### src/rtl/conv_pkg.sv
// Shared types and constants for the 3x3 streaming convolution engine.
// The output-count helper lets the top level know when the frame is complete.
package conv_pkg;

    typedef enum logic [2:0] {
        ST_IDLE = 3'd0,
        ST_FILL = 3'd1,
        ST_MAC  = 3'd2,
        ST_OUT  = 3'd3,
        ST_DONE = 3'd4
    } state_t;

    localparam int TAPS  = 9;
    localparam int KSIZE = 3;
    localparam int TAP_W = 4;

    function automatic int out_count(input int img_w, input int img_h);
        return (img_h - 2) * (img_w - 2);
    endfunction

endpackage

### src/rtl/conv_window.sv
// Two line buffers plus a 3x3 sliding window over a raster pixel stream.
// Window tap r*3+c is exposed on win_flat; win_done flags a window-completing pixel.
module conv_window
    import conv_pkg::*;
#(
    parameter int IMG_W  = 8,
    parameter int IMG_H  = 8,
    parameter int DATA_W = 8
) (
    input  logic                     clk,
    input  logic                     rst,
    input  logic                     clear,
    input  logic                     accept,
    input  logic [DATA_W-1:0]        pix,
    output logic                     win_done,
    output logic [TAPS*DATA_W-1:0]   win_flat
);

    localparam int COL_W = (IMG_W > 1) ? $clog2(IMG_W) : 1;
    localparam int ROW_W = $clog2(IMG_H + 1);

    logic [COL_W-1:0]  col_reg, col_next;
    logic [ROW_W-1:0]  row_reg, row_next;
    logic [DATA_W-1:0] lb0_mem [IMG_W];
    logic [DATA_W-1:0] lb1_mem [IMG_W];
    logic [DATA_W-1:0] rd0_reg, rd1_reg;
    logic [DATA_W-1:0] col_in [KSIZE];

    always_comb begin
        col_next = col_reg;
        row_next = row_reg;
        if (clear) begin
            col_next = '0;
            row_next = '0;
        end else if (accept) begin
            if (col_reg == COL_W'(IMG_W - 1)) begin
                col_next = '0;
                row_next = row_reg + 1'b1;
            end else begin
                col_next = col_reg + 1'b1;
            end
        end
    end

    always_ff @(posedge clk) begin
        if (rst) begin
            col_reg <= '0;
            row_reg <= '0;
        end else begin
            col_reg <= col_next;
            row_reg <= row_next;
        end
    end

    // Reads are addressed one cycle ahead so rd*_reg always holds column col_reg.
    always_ff @(posedge clk) begin
        if (accept) begin
            lb0_mem[col_reg] <= rd1_reg;
            lb1_mem[col_reg] <= pix;
        end
        rd0_reg <= lb0_mem[col_next];
        rd1_reg <= lb1_mem[col_next];
    end

    assign col_in[0] = rd0_reg;
    assign col_in[1] = rd1_reg;
    assign col_in[2] = pix;

    genvar gi, gj;
    generate
        for (gi = 0; gi < KSIZE; gi++) begin : g_row
            logic [DATA_W-1:0] cell_reg [KSIZE];

            always_ff @(posedge clk) begin
                if (rst) begin
                    for (int c = 0; c < KSIZE; c++) cell_reg[c] <= '0;
                end else if (accept) begin
                    for (int c = 0; c < KSIZE - 1; c++) cell_reg[c] <= cell_reg[c+1];
                    cell_reg[KSIZE-1] <= col_in[gi];
                end
            end

            for (gj = 0; gj < KSIZE; gj++) begin : g_col
                assign win_flat[(gi*KSIZE+gj)*DATA_W +: DATA_W] = cell_reg[gj];
            end
        end
    endgenerate

    assign win_done = accept && (row_reg >= ROW_W'(2)) && (col_reg >= COL_W'(2));

endmodule

### src/rtl/conv2d_stream_engine.sv
// 3x3 streaming convolution: FSM, kernel registers, sequential MAC and ReLU.
// One tap is multiplied per cycle; results leave on a valid/ready stream.
module conv2d_stream_engine
    import conv_pkg::*;
#(
    parameter int IMG_W  = 8,
    parameter int IMG_H  = 8,
    parameter int DATA_W = 8,
    parameter int ACC_W  = 32
) (
    input  logic              clk,
    input  logic              rst,
    input  logic              start,
    output logic              busy,
    output logic              done,
    input  logic              relu_en,
    input  logic              kw_we,
    input  logic [3:0]        kw_addr,
    input  logic [DATA_W-1:0] kw_data,
    input  logic              pix_valid,
    output logic              pix_ready,
    input  logic [DATA_W-1:0] pix_data,
    output logic              out_valid,
    input  logic              out_ready,
    output logic [ACC_W-1:0]  out_data
);

    localparam int NOUT  = out_count(IMG_W, IMG_H);
    localparam int CNT_W = $clog2(NOUT + 1);

    state_t                   state_reg, state_next;
    logic [TAP_W-1:0]         tap_reg;
    logic [CNT_W-1:0]         out_cnt_reg;
    logic signed [ACC_W-1:0]  acc_reg;
    logic                     relu_reg;
    logic [TAPS*DATA_W-1:0]   kw_flat;
    logic [TAPS*DATA_W-1:0]   win_flat;
    logic                     start_go, accept, out_hs, win_done;
    logic signed [DATA_W-1:0]   tap_w, tap_p;
    logic signed [2*DATA_W-1:0] prod;
    logic signed [ACC_W-1:0]    prod_ext;

    assign start_go = (state_reg == ST_IDLE) && start;
    assign accept   = (state_reg == ST_FILL) && pix_valid;
    assign out_hs   = (state_reg == ST_OUT) && out_ready;

    conv_window #(
        .IMG_W  (IMG_W),
        .IMG_H  (IMG_H),
        .DATA_W (DATA_W)
    ) u_window (
        .clk      (clk),
        .rst      (rst),
        .clear    (start_go),
        .accept   (accept),
        .pix      (pix_data),
        .win_done (win_done),
        .win_flat (win_flat)
    );

    // Kernel writes land only while idle; addresses beyond the last tap are dropped.
    genvar gi;
    generate
        for (gi = 0; gi < TAPS; gi++) begin : g_kw
            logic [DATA_W-1:0] w_reg;
            always_ff @(posedge clk) begin
                if (rst)
                    w_reg <= '0;
                else if ((state_reg == ST_IDLE) && kw_we && (kw_addr == 4'(gi)))
                    w_reg <= kw_data;
            end
            assign kw_flat[gi*DATA_W +: DATA_W] = w_reg;
        end
    endgenerate

    assign tap_w    = $signed(kw_flat[tap_reg*DATA_W +: DATA_W]);
    assign tap_p    = $signed(win_flat[tap_reg*DATA_W +: DATA_W]);
    assign prod     = tap_w * tap_p;
    assign prod_ext = {{(ACC_W-2*DATA_W){prod[2*DATA_W-1]}}, prod};

    always_ff @(posedge clk) begin
        if (rst)
            state_reg <= ST_IDLE;
        else
            state_reg <= state_next;
    end

    always_comb begin
        state_next = state_reg;
        case (state_reg)
            ST_IDLE: if (start) state_next = ST_FILL;
            ST_FILL: if (win_done) state_next = ST_MAC;
            ST_MAC:  if (tap_reg == TAP_W'(TAPS - 1)) state_next = ST_OUT;
            ST_OUT: begin
                if (out_ready)
                    state_next = (out_cnt_reg == CNT_W'(NOUT - 1)) ? ST_DONE : ST_FILL;
            end
            ST_DONE: state_next = ST_IDLE;
            default: state_next = ST_IDLE;
        endcase
    end

    always_comb begin
        busy      = (state_reg != ST_IDLE);
        done      = (state_reg == ST_DONE);
        pix_ready = (state_reg == ST_FILL);
        out_valid = (state_reg == ST_OUT);
        out_data  = '0;
        if (state_reg == ST_OUT)
            out_data = (relu_reg && acc_reg[ACC_W-1]) ? '0 : acc_reg;
    end

    always_ff @(posedge clk) begin
        if (rst) begin
            tap_reg     <= '0;
            acc_reg     <= '0;
            out_cnt_reg <= '0;
            relu_reg    <= 1'b0;
        end else begin
            if (start_go) begin
                relu_reg    <= relu_en;
                out_cnt_reg <= '0;
            end
            if (state_reg == ST_MAC) begin
                tap_reg <= (tap_reg == TAP_W'(TAPS - 1)) ? '0 : tap_reg + 1'b1;
                acc_reg <= (tap_reg == '0) ? prod_ext : acc_reg + prod_ext;
            end
            if (out_hs)
                out_cnt_reg <= out_cnt_reg + 1'b1;
        end
    end

endmodule
### config.mk
export PLATFORM = sky130hd
export DESIGN_NAME = conv2d_stream_engine
export DESIGN_NICKNAME = d
export VERILOG_FILES = /design/src/rtl/conv_pkg.sv /design/src/rtl/conv_window.sv /design/src/rtl/conv2d_stream_engine.sv
export SDC_FILE = /design/constraint.sdc
export NUM_CORES = 1
export LEC_CHECK = 0
export CORE_UTILIZATION = 50
export DETAILED_ROUTE_END_ITERATION = 12
export GPL_TIMING_DRIVEN = 0
export HOLD_SLACK_MARGIN = 0.1
export PLACE_DENSITY = 0.65
export SYNTH_ARGS = -nofsm -noshare
export SYNTH_HDL_FRONTEND = slang
export SYNTH_SLANG_ARGS = --single-unit
export TNS_END_PERCENT = 1
### constraint.sdc
create_clock -name clk -period 13.06 [get_ports clk]
set_input_delay 2.612 -clock clk [delete_from_list [all_inputs] [get_ports clk]]
set_output_delay 2.612 -clock clk [all_outputs]
set_load 0.005 [all_outputs]
# Word level (Yosys, flattened, before mapping)

Memories as Yosys holds them, arrays and structs flattened. A register that Yosys moved wholly into a read port is not among the register bits.
Cells that the tools add are included.

Flip-flop bits (word level): 125
RAM bits: 200
Input bits: 27
Output and inout bits: 36
Logic and storage cells: 113
Memories kept: 5

Memories:

| memory                     | depth | width | rd ports | clocked after Yosys merged registers in | write ports | RTL line          | RTL |
|---|---|---|---|---|---|---|---|
| u_window.lb0_mem           | 8     | 8     | 1        | 1                                       | 1           | conv_window.sv:24 | `logic [DATA_W-1:0] lb0_mem [IMG_W];` |
| u_window.lb1_mem           | 8     | 8     | 1        | 1                                       | 1           | conv_window.sv:25 | `logic [DATA_W-1:0] lb1_mem [IMG_W];` |
| u_window.g_row[0].cell_reg | 3     | 8     | 3        | 0                                       | 3           | conv_window.sv:72 | `logic [DATA_W-1:0] cell_reg [KSIZE];` |
| u_window.g_row[1].cell_reg | 3     | 8     | 3        | 0                                       | 3           | conv_window.sv:72 |  |
| u_window.g_row[2].cell_reg | 3     | 8     | 3        | 0                                       | 3           | conv_window.sv:72 |  |

Add/sub/neg operators: 5
$mul: 1
Magnitude comparators: 2
Equality and inequality tests: 19
Shift operators: 2
Mux-type cells: 30
Bitwise gates (word level): 9
Reduce and logical (&&, ||, !) cells: 24

Operators by type and width:

| cell                | number |
|---|---|
| $shiftx 72x8->8     | 2 |
| $mux 32             | 3 |
| $mux 8              | 9 |
| $add 32x16->32      | 1 |
| $mux 3              | 8 |
| $eq 4x3->1 const B  | 4 |
| $logic_and 1x1->1   | 16 |
| $mul 8x8->16        | 1 |
| $mux 6              | 2 |
| $pmux 3 s4          | 1 |
| $or 1x1->1          | 9 |
| $add 4x1->4 const B | 2 |
| $eq 4x2->1 const B  | 2 |
| $eq 4x4->1 const B  | 2 |
| $logic_not 4->1     | 2 |
| $add 6x1->6 const B | 1 |
| $eq 3x2->1 const B  | 2 |
| $eq 3x3->1 const B  | 2 |
| $eq 6x6->1 const B  | 1 |
| $mux 1              | 6 |
| $eq 4x1->1 const B  | 1 |
| $ge 4x2->1 const B  | 1 |
| $mux 4              | 1 |
| $ne 2x1->1 const B  | 2 |
| 10 further kinds    | 11 |

# Depth between registers and ports, before layout

Depth in word-level cells: 6
Depth in mapped cells: 35
Depth with buffers taken out: 30

# Hierarchy

A second synthesis with hierarchy kept.

Cell total of the unflattened synthesis: 1942
Area, all modules: 20139.3 sq um

Modules (own cells, without submodules):

| module               | times used | cells each | area each (sq um) | seq. area each (sq um) |
|---|---|---|---|---|
| conv_window          | 1          | 807        | 10137.2           | 6466.2 |
| conv2d_stream_engine | 1          | 1135       | 10002.1           | 2362.3 |

# Worst setup path after synthesis

No wires, ideal clock.

Path type: reg-to-reg
From: register tap_reg[2]
To: register acc_reg[29]
Setup time: 0.119 ns
Data arrival time: 7.974 ns
Data required time: 12.941 ns
Path slack: 4.966 ns
Cell stages (with the launch flop): 33
Buffers on the path: 2
Period minus slack after synthesis: 8.094 ns
Cell sequence: dfxtp_1 -> buf_2 -> clkbuf_1 -> mux4_2 -> a22oi_1 -> nor2_1 -> a21oi_1 -> or2_1 -> inv_1 -> fa_1 -> inv_1 -> fa_1 -> inv_1 -> fa_1 -> inv_1 -> fa_1 -> inv_1 -> ha_1 -> and3_1 -> and3_1 -> a21oi_1 -> a21oi_1 -> xnor2_2 -> ha_1 -> a21o_1 -> a21o_1 -> a21o_1 -> a221o_1 -> or3_1 -> a31oi_1 -> nor3_1 -> xnor2_1 -> o21ai_1

Cells in the longest elaborated chain, start to end: 4
Elaborated cells between the ends (all ways): 6
Classes of those cells: add/sub (1); mul (1); shift (2); mux (1); reduce/logical (1)

RTL lines:

| item                                      | RTL line                                               | RTL |
|---|---|---|
| start, declared                           | conv2d_stream_engine.sv:32                             | `logic [TAP_W-1:0] tap_reg;` |
| start signal, assigned                    | conv2d_stream_engine.sv:125                            | `tap_reg <= (tap_reg == TAP_W'(TAPS - 1)) ? '0 : tap_reg + 1'b1;` |
| $shiftx 72x8->8, on equally long branches | conv2d_stream_engine.sv:76, conv2d_stream_engine.sv:77 |  |
| $mul 8x8->16                              | conv2d_stream_engine.sv:78                             | `assign prod = tap_w * tap_p;` |
| $add 32x16->32                            | conv2d_stream_engine.sv:126                            | `acc_reg <= (tap_reg == '0) ? prod_ext : acc_reg + prod_ext;` |
| $mux 32 *                                 | conv2d_stream_engine.sv:126                            |  |
| end signal, assigned                      | conv2d_stream_engine.sv:126                            |  |
| end, declared                             | conv2d_stream_engine.sv:34                             | `logic signed [ACC_W-1:0] acc_reg;` |

Mark *: on every way between the ends. The rest lies on a longest branch, timed or not.
A chain may end at the register's enable or synchronous reset.

# Final worst setup path

From: register tap_reg[2]
To: register acc_reg[25]

The elaborated chain is that of the path after synthesis.

==> impl_results.md <==
* Status: complete, no violations
* Share of power burned in registers at 40.3%
* Setup crit start kind: flop
* DRC viols at 0
* Largest family of logic cells by synthesized area: simple AND/OR/NAND/NOR gates
* Area grow syn2layout at 13.2%
* Total number of vias at between 10000 and 15000
* Worst min path class: reg -> reg
* CTS-repair resized insts at 0
* Hold depth at 2
* Commonest non-fill, non-tap cell in the layout: nor2_1
* Worst Path Buf+Inv at 8
* Reg2reg start: tap_reg[2]$_SDFFE_PP0P_
* Leakage at between 8 and 9 nW
* Worst EP required at 13.45 ns
* Clock share of power at between 30% and 40%
* Synthesized-area fraction occupied by adder cells at 10.6%
* Xor-xnor portion of the synthesized cell area at approximately 2.5%
* Share of cells above drive strength 1 at under 10%
* WP depth at 33
* Worst setup path end: acc_reg[25]$_SDFFE_PP0P_
* Detail Route Antenna Nets at 0
* Die Area at approximately 38000 um^2
* Syn_area_per_cell at 10.5 um^2
* Placed Area at ~20000 um^2
* Setup TNS at 0 ns
* Arrival @ worst endpoint at roughly 10 ns
* Reg2Reg Depth at 33
* Mux contribution to synthesized area at under 10%
* Pwr Density at around 160 nW/um^2
* Peak supply drop at around 130 uV
* Synth Area in Compound Gates at under 10%
* Number of I/O pins at between 60 and 70
* Port Buffers at 52
* Logic pwr share at a little over a quarter
* Antenna violations before repair at 0
* Post-Route WL at around 46000 um
* Root Buffer: clkbuf_16
* Largest delay contributor family on the critical path: adder cells
* Clk_lat worst skew at between 0.5 and 0.6 ns
* Routed len/inst at 19.7 um
* Layout Skew at around 0.028 ns
* CP max stage cell: xnor2_2
* Final Util at 58.0%
* PnR worst setup slack at between 2 and 3 ns
* Fin crit share at about 77%
* Post-route cell area at 20800 um^2
* Gr ovfl total at 0
* R2R setup slack at 2.99 ns
* # clock sinks at 341
* Setup bufs post-CTS at 0
* Initial cell density of the core at about half
* Crit-path max cell delay at slightly below 1 ns
* Fmax at between 0.09 and 0.1 GHz
* Area of the core at between 30000 and 40000 um^2
* H-Tree Depth at 2
* Sw power at about 1.1 mW
* GRT Total Usage at approximately a quarter
* Final hold viol count at 0
* Measured slew at the worst slew-check pin at 1.29 ns
* CTS tree: built
* Post-synthesis cell count at between 1500 and 2000
* Ys flop type: edfxtp_1
* HPWL after DPL at approximately 33000 um
* Final setup vio count at 0
* First-pass DRT Iterations at 5
* RePlAce Congestion at 0.892
* Pin count of the biggest net entering global routing at 73
* WHS at slightly below 0.5 ns
* Antenna diode count at 0
* Clk buf depth at 3
* Most used cell, CP: inv_1
* # fillers at slightly above 3000
* Post-DR vias/cell at around 5.7
* Distinct cells, synth at 70
* Max-slew headroom at between 10% and 20%
* EDFF count, synth at 200
* Crit-path max FO at 19
* Die Height at 194 um
* Num rows at 69
* Netlist Area Pre-Place at roughly 18000 um^2
* Sw frac at roughly a third
* First-pass GRT wire length at ~74000 um
* Internal power at 2.27 mW
* CP Capture Type: flop
* Yosys reg bits at around 340
* Hold_buf cts at 0
* Crit. Startpoint: tap_reg[2]$_SDFFE_PP0P_
* Num CTS Buffers at 38
* Vias in the first global route at approximately 14000
* Seq/Total Area, Yosys at a little under half
* Async set-reset flop share out of synthesis at 0%
* RR Endpoint: acc_reg[25]$_SDFFE_PP0P_
* Yosys warns at 0
* Drt initial violations at a little over 900
* Simple-Gate Fraction of Synth Area at about 16%
* Die width at 194 um
* Clock slew at reported path FFs at 0.06 ns
* RSZ-0062 raised after global routing: no
* Worst setup path class: reg -> reg
* Max Cap Violations at 0
* Post-layout min period at around 10 ns
* Synthesized Nets at 1906
* Pre-CTS WS at 2.94 ns
* Layout Nets at ~2000
* Slew Viols, Final at 0
* Most frequent cells in the layout: 208 x nor2_1, 200 x edfxtp_1, 169 x nand2_1
[worst min-delay path by stage]
stage / start / endpoint
after global routing: acc_reg[2]$_SDFFE_PP0P_ / acc_reg[2]$_SDFFE_PP0P_
after detailed placement: acc_reg[2]$_SDFFE_PP0P_ / acc_reg[2]$_SDFFE_PP0P_
after floorplan: acc_reg[2]$_SDFFE_PP0P_ / acc_reg[2]$_SDFFE_PP0P_
after global placement: acc_reg[2]$_SDFFE_PP0P_ / acc_reg[2]$_SDFFE_PP0P_
after CTS: acc_reg[2]$_SDFFE_PP0P_ / acc_reg[2]$_SDFFE_PP0P_
final: acc_reg[2]$_SDFFE_PP0P_ / acc_reg[2]$_SDFFE_PP0P_
[cells in the mapped netlist, types with 4 or more instances]
cell type	n	area share, %
nand3b_1	8	0.33
xor2_1	17	0.81
and3_1	9	0.31
buf_6	9	0.55
fa_1	56	6.1
nand3_1	27	0.73
a211oi_1	14	0.57
nand2b_1	11	0.37
nor2_1	212	4.3
buf_2	16	0.43
nand2_1	169	3.4
clkbuf_1	67	1.4
or2_2	9	0.31
a21oi_1	75	2.0
o221ai_1	16	0.76
o21bai_1	6	0.24
o21a_1	4	0.16
buf_4	5	0.20
nor3b_1	9	0.37
mux2_2	14	0.86
o21ai_0	30	0.82
mux4_2	18	2.2
xnor2_1	31	1.5
nor2b_1	12	0.41
nor3_1	20	0.54
mux2i_1	92	5.0
a311oi_1	12	0.57
a31oi_1	9	0.31
ha_1	67	4.6
o22ai_1	19	0.65
or3_1	5	0.17
inv_1	96	2.0
o21ai_1	54	1.5
a22oi_1	17	0.69
and2_1	113	3.8
edfxtp_1	200	33
dfxtp_1	141	15
nand4_1	7	0.24
a21o_1	19	0.77
[layer usage]
layer	routed length, um	up-vias	global-route usage [%]
li1	-	6325	-
met1	19900	6566	32.4
met2	22600	343	43.6
met3	2360	79	3.43
met4	1110	0	7.61
met5	0	-	0
[final cells by class]
type	count	area [um^2]	area share, %
Sequential cell	341	8830	42.4
Timing Repair Buffer	56	566	2.71
Clock buffer	48	1040	4.99
Clock inverter	18	215	1.03
Multi-Input combinational cell	1218	8760	42.1
Inverter	97	364	1.75
Tap cell	461	577	2.77
Buffer	100	482	2.31
[cells by family (layout without fill, tap and decap cells)]
family	after synthesis	after routing
adders and majority gates	123	123
muxes	125	125
buffers and inverters	197	319
AOI/OAI and AO/OA	293	293
DFF	341	341
xor gates and xnor gates	50	50
and+or+nand+nor	627	627
[worst reg2reg max path: cells and delay by family, from the launching register on]
kind,cells,cell delay (ns)
buffers and inverters,8,1.41
DFF,1,0.30
and+or+nand+nor,6,1.02
muxes,1,0.41
xor gates and xnor gates,2,1.10
adders and majority gates,6,2.99
AOI/OAI and AO/OA,10,2.70
[stage by stage]
| step | total power [mW] | std cells |
|---|---|---|
| after floorplan | 2.00 | 1756 |
| after global placement | 2.26 | 2269 |
| after detailed placement | 2.27 | 2273 |
| after CTS | 3.36 | 2339 |
| after global routing | 3.52 | 2339 |
| final | 3.34 | 2339 |
[power groups by stage]
stage | clock (mW) | sequential (mW) | combinational (mW)
floorplan | 0 | 1.33 | 0.667
global placement | 0 | 1.37 | 0.885
detailed placement | 0 | 1.37 | 0.903
CTS | 1.10 | 1.35 | 0.910
global route | 1.14 | 1.36 | 1.01
finish | 1.09 | 1.35 | 0.909
Power figures use the tool's default switching activity.
